[src/rtl/mouse_pos_tracker.sv]
// Purpose: assemble 3-byte PS/2 mouse packets and accumulate clamped absolute X/Y plus button state.
// Latency: byte2 strobe sampled at edge N -> new position/buttons and pkt_valid visible after edge N+1.
// Backpressure: none; bytes arriving during the UPDATE cycle are dropped (upstream spacing is many cycles).
module mouse_pos_tracker #(
   parameter int XMAX           = 799,
   parameter int YMAX           = 599,
   parameter int X_INIT         = 400,
   parameter int Y_INIT         = 300,
   parameter int TIMEOUT_CYCLES = 80000
) (
   input  logic        clk,
   input  logic        rst,
   input  logic [7:0]  rx_data,
   input  logic        rx_valid,
   output logic [11:0] mouse_xpos,
   output logic [11:0] mouse_ypos,
   output logic        mouse_left,
   output logic        mouse_right,
   output logic        pkt_valid,
   output logic        sync_err
);

   localparam int TW = $clog2(TIMEOUT_CYCLES + 1);

   localparam logic [11:0]    XMAX_L   = XMAX[11:0];
   localparam logic [11:0]    YMAX_L   = YMAX[11:0];
   localparam logic [11:0]    X_INIT_L = X_INIT[11:0];
   localparam logic [11:0]    Y_INIT_L = Y_INIT[11:0];
   localparam logic [TW-1:0]  TMO_LIM  = TIMEOUT_CYCLES[TW-1:0];

   typedef enum logic [1:0] {
      IDLE   = 2'd0,
      WAIT_X = 2'd1,
      WAIT_Y = 2'd2,
      UPDATE = 2'd3
   } state_t;

   state_t state;

   // Raw packet bytes as received; header bit3 (sync) and bit2 carry no payload.
   logic [7:0]    hdr_byte;
   logic [7:0]    x_byte;
   logic [7:0]    y_byte;
   logic [TW-1:0] tmo_cnt;

   logic                timeout_hit;
   logic signed [12:0]  dx_ext;
   logic signed [12:0]  dy_ext;
   logic signed [12:0]  nx;
   logic signed [12:0]  ny;
   logic [11:0]         nx_clamped;
   logic [11:0]         ny_clamped;
   logic                unused_hdr_bits;

   assign unused_hdr_bits = ^hdr_byte[3:2];

   // Saturate a signed 13-bit candidate coordinate into 0..max; never wraps.
   function automatic logic [11:0] clamp_coord(input logic signed [12:0] v,
                                               input logic [11:0]        max);
      logic [11:0] r;
      if (v < 13'sd0)
         r = 12'd0;
      else if (v > $signed({1'b0, max}))
         r = max;
      else
         r = v[11:0];
      return r;
   endfunction

   // Sign-extend deltas (overflow zeroes the axis) and form clamped next positions.
   always_comb begin
      dx_ext = 13'sd0;
      dy_ext = 13'sd0;
      if (!hdr_byte[6])
         dx_ext = {{4{hdr_byte[4]}}, hdr_byte[4], x_byte};
      if (!hdr_byte[7])
         dy_ext = {{4{hdr_byte[5]}}, hdr_byte[5], y_byte};
      // PS/2 Y grows upward while screen Y grows downward, hence the subtraction.
      nx         = $signed({1'b0, mouse_xpos}) + dx_ext;
      ny         = $signed({1'b0, mouse_ypos}) - dy_ext;
      nx_clamped = clamp_coord(nx, XMAX_L);
      ny_clamped = clamp_coord(ny, YMAX_L);
   end

   assign timeout_hit = (tmo_cnt == TMO_LIM);

   // Packet FSM: byte capture, inter-byte timeout, and registered position/button update.
   always_ff @(posedge clk) begin
      if (rst) begin
         state       <= IDLE;
         hdr_byte    <= 8'd0;
         x_byte      <= 8'd0;
         y_byte      <= 8'd0;
         tmo_cnt     <= '0;
         mouse_xpos  <= X_INIT_L;
         mouse_ypos  <= Y_INIT_L;
         mouse_left  <= 1'b0;
         mouse_right <= 1'b0;
         pkt_valid   <= 1'b0;
         sync_err    <= 1'b0;
      end else begin
         pkt_valid <= 1'b0;
         sync_err  <= 1'b0;
         case (state)
            IDLE: begin
               tmo_cnt <= '0;
               if (rx_valid) begin
                  if (rx_data[3]) begin
                     hdr_byte <= rx_data;
                     state    <= WAIT_X;
                  end else begin
                     // Not a header: drop it and flag loss of packet alignment.
                     sync_err <= 1'b1;
                  end
               end
            end
            WAIT_X: begin
               if (rx_valid) begin
                  x_byte  <= rx_data;
                  tmo_cnt <= '0;
                  state   <= WAIT_Y;
               end else if (timeout_hit) begin
                  tmo_cnt <= '0;
                  state   <= IDLE;
               end else begin
                  tmo_cnt <= tmo_cnt + 1'b1;
               end
            end
            WAIT_Y: begin
               if (rx_valid) begin
                  y_byte  <= rx_data;
                  tmo_cnt <= '0;
                  state   <= UPDATE;
               end else if (timeout_hit) begin
                  tmo_cnt <= '0;
                  state   <= IDLE;
               end else begin
                  tmo_cnt <= tmo_cnt + 1'b1;
               end
            end
            UPDATE: begin
               mouse_xpos  <= nx_clamped;
               mouse_ypos  <= ny_clamped;
               mouse_left  <= hdr_byte[0];
               mouse_right <= hdr_byte[1];
               pkt_valid   <= 1'b1;
               tmo_cnt     <= '0;
               state       <= IDLE;
            end
            default: begin
               tmo_cnt <= '0;
               state   <= IDLE;
            end
         endcase
      end
   end

endmodule

[config.mk]
export PLATFORM = sky130hd
export DESIGN_NAME = mouse_pos_tracker
export DESIGN_NICKNAME = d
export VERILOG_FILES = /design/src/rtl/mouse_pos_tracker.sv
export SDC_FILE = /design/constraint.sdc
export NUM_CORES = 1
export LEC_CHECK = 0
export ABC_AREA = 1
export CORE_MARGIN = 1
export CORE_UTILIZATION = 50
export CTS_CLUSTER_DIAMETER = 100
export CTS_CLUSTER_SIZE = 10
export DETAILED_ROUTE_END_ITERATION = 12
export PLACE_DENSITY = 0.74
export SETUP_SLACK_MARGIN = 0.02
export SLEW_MARGIN = 20
export SYNTH_ARGS = -nofsm -noshare
export SYNTH_HDL_FRONTEND = slang
export SYNTH_SLANG_ARGS = --single-unit
[constraint.sdc]
create_clock -name clk -period 2.1 [get_ports clk]
set_clock_uncertainty 0.15 [all_clocks]
set_input_delay 0.525 -clock clk [delete_from_list [all_inputs] [get_ports clk]]
set_output_delay 0.525 -clock clk [all_outputs]
set_load 0.05 [all_outputs]
== Word level (Yosys, flattened, before mapping) ==
Index checks and enable logic that the tools add are counted.
Storage, ports and cells
  flip-flop bits (word level): 71
  input port bits: 11
  output and inout port bits: 28
  word-level logic and storage cells: 51
Cells by class
  add/sub/neg operators: 3
  magnitude comparators: 4
  equal/unequal tests: 6
  muxes and demuxes: 17
  bitwise operators: 2
  reduce and logical (&&, ||, !) cells: 8
Operator list (number)
  $mux 12: 4
  $mux 17: 2
  $pmux 17 s2: 1
  $gt 13x11->1 const B: 2
  $lt 13x1->1 const B: 2
  $mux 13: 2
  $add 17x1->17 const B: 1
  $eq 17x17->1 const B: 1
  $add 13x13->13: 1
  $sub 13x13->13: 1
  $mux 2: 5
  $pmux 2 s4: 1
  $reduce_and 2->1: 3
  $eq 2x2->1 const B: 2
  $ne 2x2->1 const B: 2
  $reduce_or 2->1: 2
  $reduce_and 3->1: 1
  $reduce_or 3->1: 1
  $eq 2x1->1 const B: 1
  $logic_not 2->1: 1
  $mux 1: 2
  $not 1->1: 2

== Depth between registers and ports, before layout ==
  depth in word-level cells: 5
  depth in mapped cells: 19
  depth with buffers taken out: 19

== Worst setup path before layout ==
OpenSTA, ideal clock, no wires.
  kind: register -> register
  start point: register mouse_ypos[0]
  end point: register mouse_ypos[2]
  library setup time: 119 ps
  data arrival time: 2420 ps
  required time: 1831 ps
  slack: -589 ps
  cell stages (with the launch flop): 14
  buffers on the path: 0
  clock period less this slack: 2689 ps
  cells stage by stage: dfxtp_1 -> inv_1 -> ha_1 -> fa_1 -> o21ai_2 -> nand2_1 -> nand2_1 -> nand2_1 -> nand3_1 -> nand2_1 -> nor2_2 -> nand2_1 -> o21ai_0 -> nand2_1
On the way
  word-level cells in the longest chain between the ends: 4
  elaborated cells on any way between the ends: 5
  classes of those cells: 1 x add/sub; 2 x order compare; 2 x mux
RTL lines
  start: declaration: line 16  | output logic [11:0] mouse_ypos,
  start signal: assignment: line 143  | mouse_ypos <= ny_clamped;
  $sub 13x13->13 *: line 80  | ny = $signed({1'b0, mouse_ypos}) - dy_ext;
  $gt 13x11->1: line 63  | else if (v > $signed({1'b0, max}))
  $mux 12: line 63
  $mux 12 *: line 61  | if (v < 13'sd0)
Mark *: on every way between the ends. The rest lies on a longest branch, timed or not.
A chain may end at the register's enable or synchronous reset.

== Final worst setup path ==
  start point: register hdr_byte[7]
  end point: register mouse_ypos[4]
On the way
  word-level cells in the longest chain between the ends: 5
  elaborated cells on any way between the ends: 6
  classes of those cells: 1 x add/sub; 2 x order compare; 3 x mux
RTL lines
  start: declaration: line 41  | logic [7:0] hdr_byte;
  start signal: assignment: line 109  | hdr_byte <= rx_data;
  $mux 13 *: line 76  | if (!hdr_byte[7])
  $sub 13x13->13 *: line 80
  $gt 13x11->1: line 63
  $mux 12: line 63
  $mux 12 *: line 61
Marks and branches as above.

==> flow_metrics.py <==
metrics = {
    "global_routing": {
        "grt_pass1_wl_um": 19500,
        "grt_antenna_before_repair": 0,
        "grt_max_degree": 30,
        "grt_overflow": 0,
        "track_usage_pct": 28.7,
        "grt_pass1_vias": 4450,
    },
    "finish": {
        "utilization_pct": 82.8,
        "fin_nets": 811,
        "area_growth_pct": 57.8,
        "final_common_cell": "buf_4",
        "multi_input_area_um2": 3020,
        "diodes": 0,
        "final-instance-count-excl-fill": 882,
        "final_area_um2": 6500,
        "layout-drive-gt1-share_pct": 46.3,
        "n_fill_cell": 456,
        "final_cell_mix": "buf_4, nand2_1, inv_1, a21oi_1, nand2_2",
        "regArea_um2": 1430,
    },
    "power_and_ir_drop": {
        "peakVddDrop_uv": 338,
        "powerDensity_nw_per_um2": 478,
        "leakagePower_nw": 2.85,
    },
    "worst_setup_path": {
        "rr_startpoint": "hdr_byte[7]",
        "worst-setup-path-type": "reg2reg",
        "end_kind": "register",
        "cp-start-kind": "register",
        "regToRegSetupSlack_ns": -0.51,
        "critical_path_arrival_ns": 2.72,
        "r2r_cells": 16,
        "cp_max_fo": 8,
        "cp.required_ns": 2.21,
        "r2r_end": "mouse_ypos[4]",
    },
    "routing": {
        "wl_met1_um": 5660,
        "vias_per_cell": 5.60,
        "routedWlPerCell_um": 16.5,
        "drtAntennaViolNets": 0,
        "dr.pass1.iters": 6,
        "wl_met3_um": 1020,
        "wl_met2_um": 7240,
        "drtIter0Drc": 389,
        "top_layer": "met4",
        "vias": 4941,
        "wl_um": 14600,
        "drc_errors": 0,
    },
    "die": {
        "coreArea_um2": 7850,
        "io_pins": 39,
        "die_h_um": 92.8,
        "fp.dieArea_um2": 8600,
        "initial_utilization_pct": 52.5,
        "fp-row-count": 32,
        "fp.dieW_um": 92.8,
    },
    "synthesis": {
        "avgSynthCellArea_um2": 6.82,
        "yosysWarnings": 0,
        "syn_nets": 640,
        "ys_ff_latch": 69,
        "synth-edff-count": 0,
        "netlist_instances": 604,
        "async_flop_share_pct": 0,
        "yosysUniqueCellTypes": 36,
        "synthFlopType": "dfxtp_1",
        "synth_seq_area_share_pct": 33.5,
        "netlist_area_um2": 4120,
    },
    "place": {
        "place_area_um2": 5370,
        "place_hpwl_um": 8380,
        "port_buffers": 38,
        "dp_cells": 833,
        "gp_congestion": 0.919,
    },
    "worst_hold_path": {
        "hold_path_class": "reg2reg",
        "hp-start": "tmo_cnt[0]",
        "hold_depth": 1,
        "whs_endpoint": "tmo_cnt[0]",
    },
    "timing": {
        "hold_viol": 0,
        "rsz0062_at_grt": "true",
        "worst_pin_slew_ns": 0.392,
        "worst_slack_ns": -0.510,
        "max_freq_ghz": 0.383,
        "maxSlewHeadroom_pct": 73.8,
        "setup_violations": 20,
        "period_needed_ns": 2.61,
        "drv_slew": 0,
        "fin_crit_sh_pct": 124,
        "hold_ws_ns": 0.304,
    },
    "clocking": {
        "path_clk_slew_ns": 0.07,
        "cts_buffers": 9,
        "htree_levels": 3,
        "cts_tree": "done",
        "clkSinkCount": 69,
        "cts_hold_buf": 0,
        "clock-root-buffer": "clkbuf_8",
        "clock_latency_ns": 0.35,
        "clk_path_buf_depth": 2,
    },
    "status": {
        "failed_checks": "setup timing",
        "status": "finished with violations",
    },
    "flow_run": {
        "cap_viol_max_count": 0,
    },
}
## what timing repair did
action | in CTS | in global routing
endpoints found under the setup margin | 21 | 23
setup buffers | 20 | 13
gates resized for setup | 58 | 105
cloned | 0 | 0
pin swaps | 25 | 59
## synth_stat cells, types with 8 or more instances
cell	count	area share, %
a21oi_1	53	6.4
clkbuf_1	12	1.1
dfxtp_1	69	34
ha_1	23	7.0
inv_1	78	7.1
nand2_1	156	14
nand2_2	10	1.5
nand3_1	43	5.2
nor2_1	47	4.3
nor2_2	9	1.4
nor3_1	9	1.1
o21ai_0	26	3.2
xor2_1	8	1.7
## where the power goes
group	internal, mW	switching [mW]	total, mW
logic	0.300	0.365	0.665
registers	1.32	0.0179	1.34
clock network	0.572	0.529	1.10
total	2.19	0.913	3.10
## routing by layer
layer,GRT usage (%),up-vias
li1,-,2310
met5,0,-
met3,4.93,79
met4,14.1,0
met2,48.6,252
met1,35.2,2300
## final cells by class
class	count	share of cell area (%)
Clock inverter	5	0.770
Tap cell	102	1.96
Clock buffer	11	2.18
Sequential cell	69	22.0
Multi-Input combinational cell	440	46.5
Inverter	82	4.93
Timing Repair Buffer	173	21.7
## registers in the layout, summed over array words and instances (netlist names)
signal       count
tmo_cnt         17
mouse_xpos      12
mouse_ypos      12
x_byte           8
y_byte           8
hdr_byte         6
state            2
mouse_left       1
mouse_right      1
pkt_valid        1
sync_err         1
## through the flow
stage                     setup TNS [ns]  setup slack, ns  power, mW
after floorplan                    -1.86           -0.199       1.63
after global placement             -6.02           -0.394       1.81
after detailed placement           -7.60           -0.475       1.82
after CTS                          -5.31           -0.304       2.96
after global routing              -10.06           -0.636       3.21
final                              -7.82           -0.510       3.10
## cells by family (layout without fill, tap and decap cells)
family          after synthesis  after routing  synth area share, %
flops                        69             69                 33.5
xor+xnor                     11             11                 2.34
fa+ha+maj                    25             25                 7.96
simple gates                301            301                 33.3
buf+inv                      95            271                 8.96
compound gates              103            103                 13.9
## how the worst max path moves through the flow
stage | start | to | slack (ns) | depth (start not counted)
floorplan | hdr_byte[6] | mouse_xpos[5] | -0.20 | 18
global placement | hdr_byte[6] | mouse_xpos[5] | -0.39 | 17
detailed placement | hdr_byte[6] | mouse_xpos[6] | -0.48 | 15
CTS | hdr_byte[6] | mouse_xpos[6] | -0.30 | 17
global route | hdr_byte[7] | mouse_ypos[4] | -0.64 | 16
finish | hdr_byte[7] | mouse_ypos[4] | -0.51 | 16
## critical path: stages (launching register included)
cell      delay, ns
dfxtp_4        0.37
inv_6          0.10
nand2_1        0.11
ha_4           0.30
nand2_1        0.09
o21ai_4        0.21
buf_6          0.13
nand2_2        0.05
o21bai_1       0.18
nand2_1        0.13
nand2_2        0.10
nand2_2        0.06
nand2_2        0.08
nand2_4        0.10
nand3_1        0.11
nand2_1        0.08
a21oi_1        0.18
(Power assumes the default switching activity.)
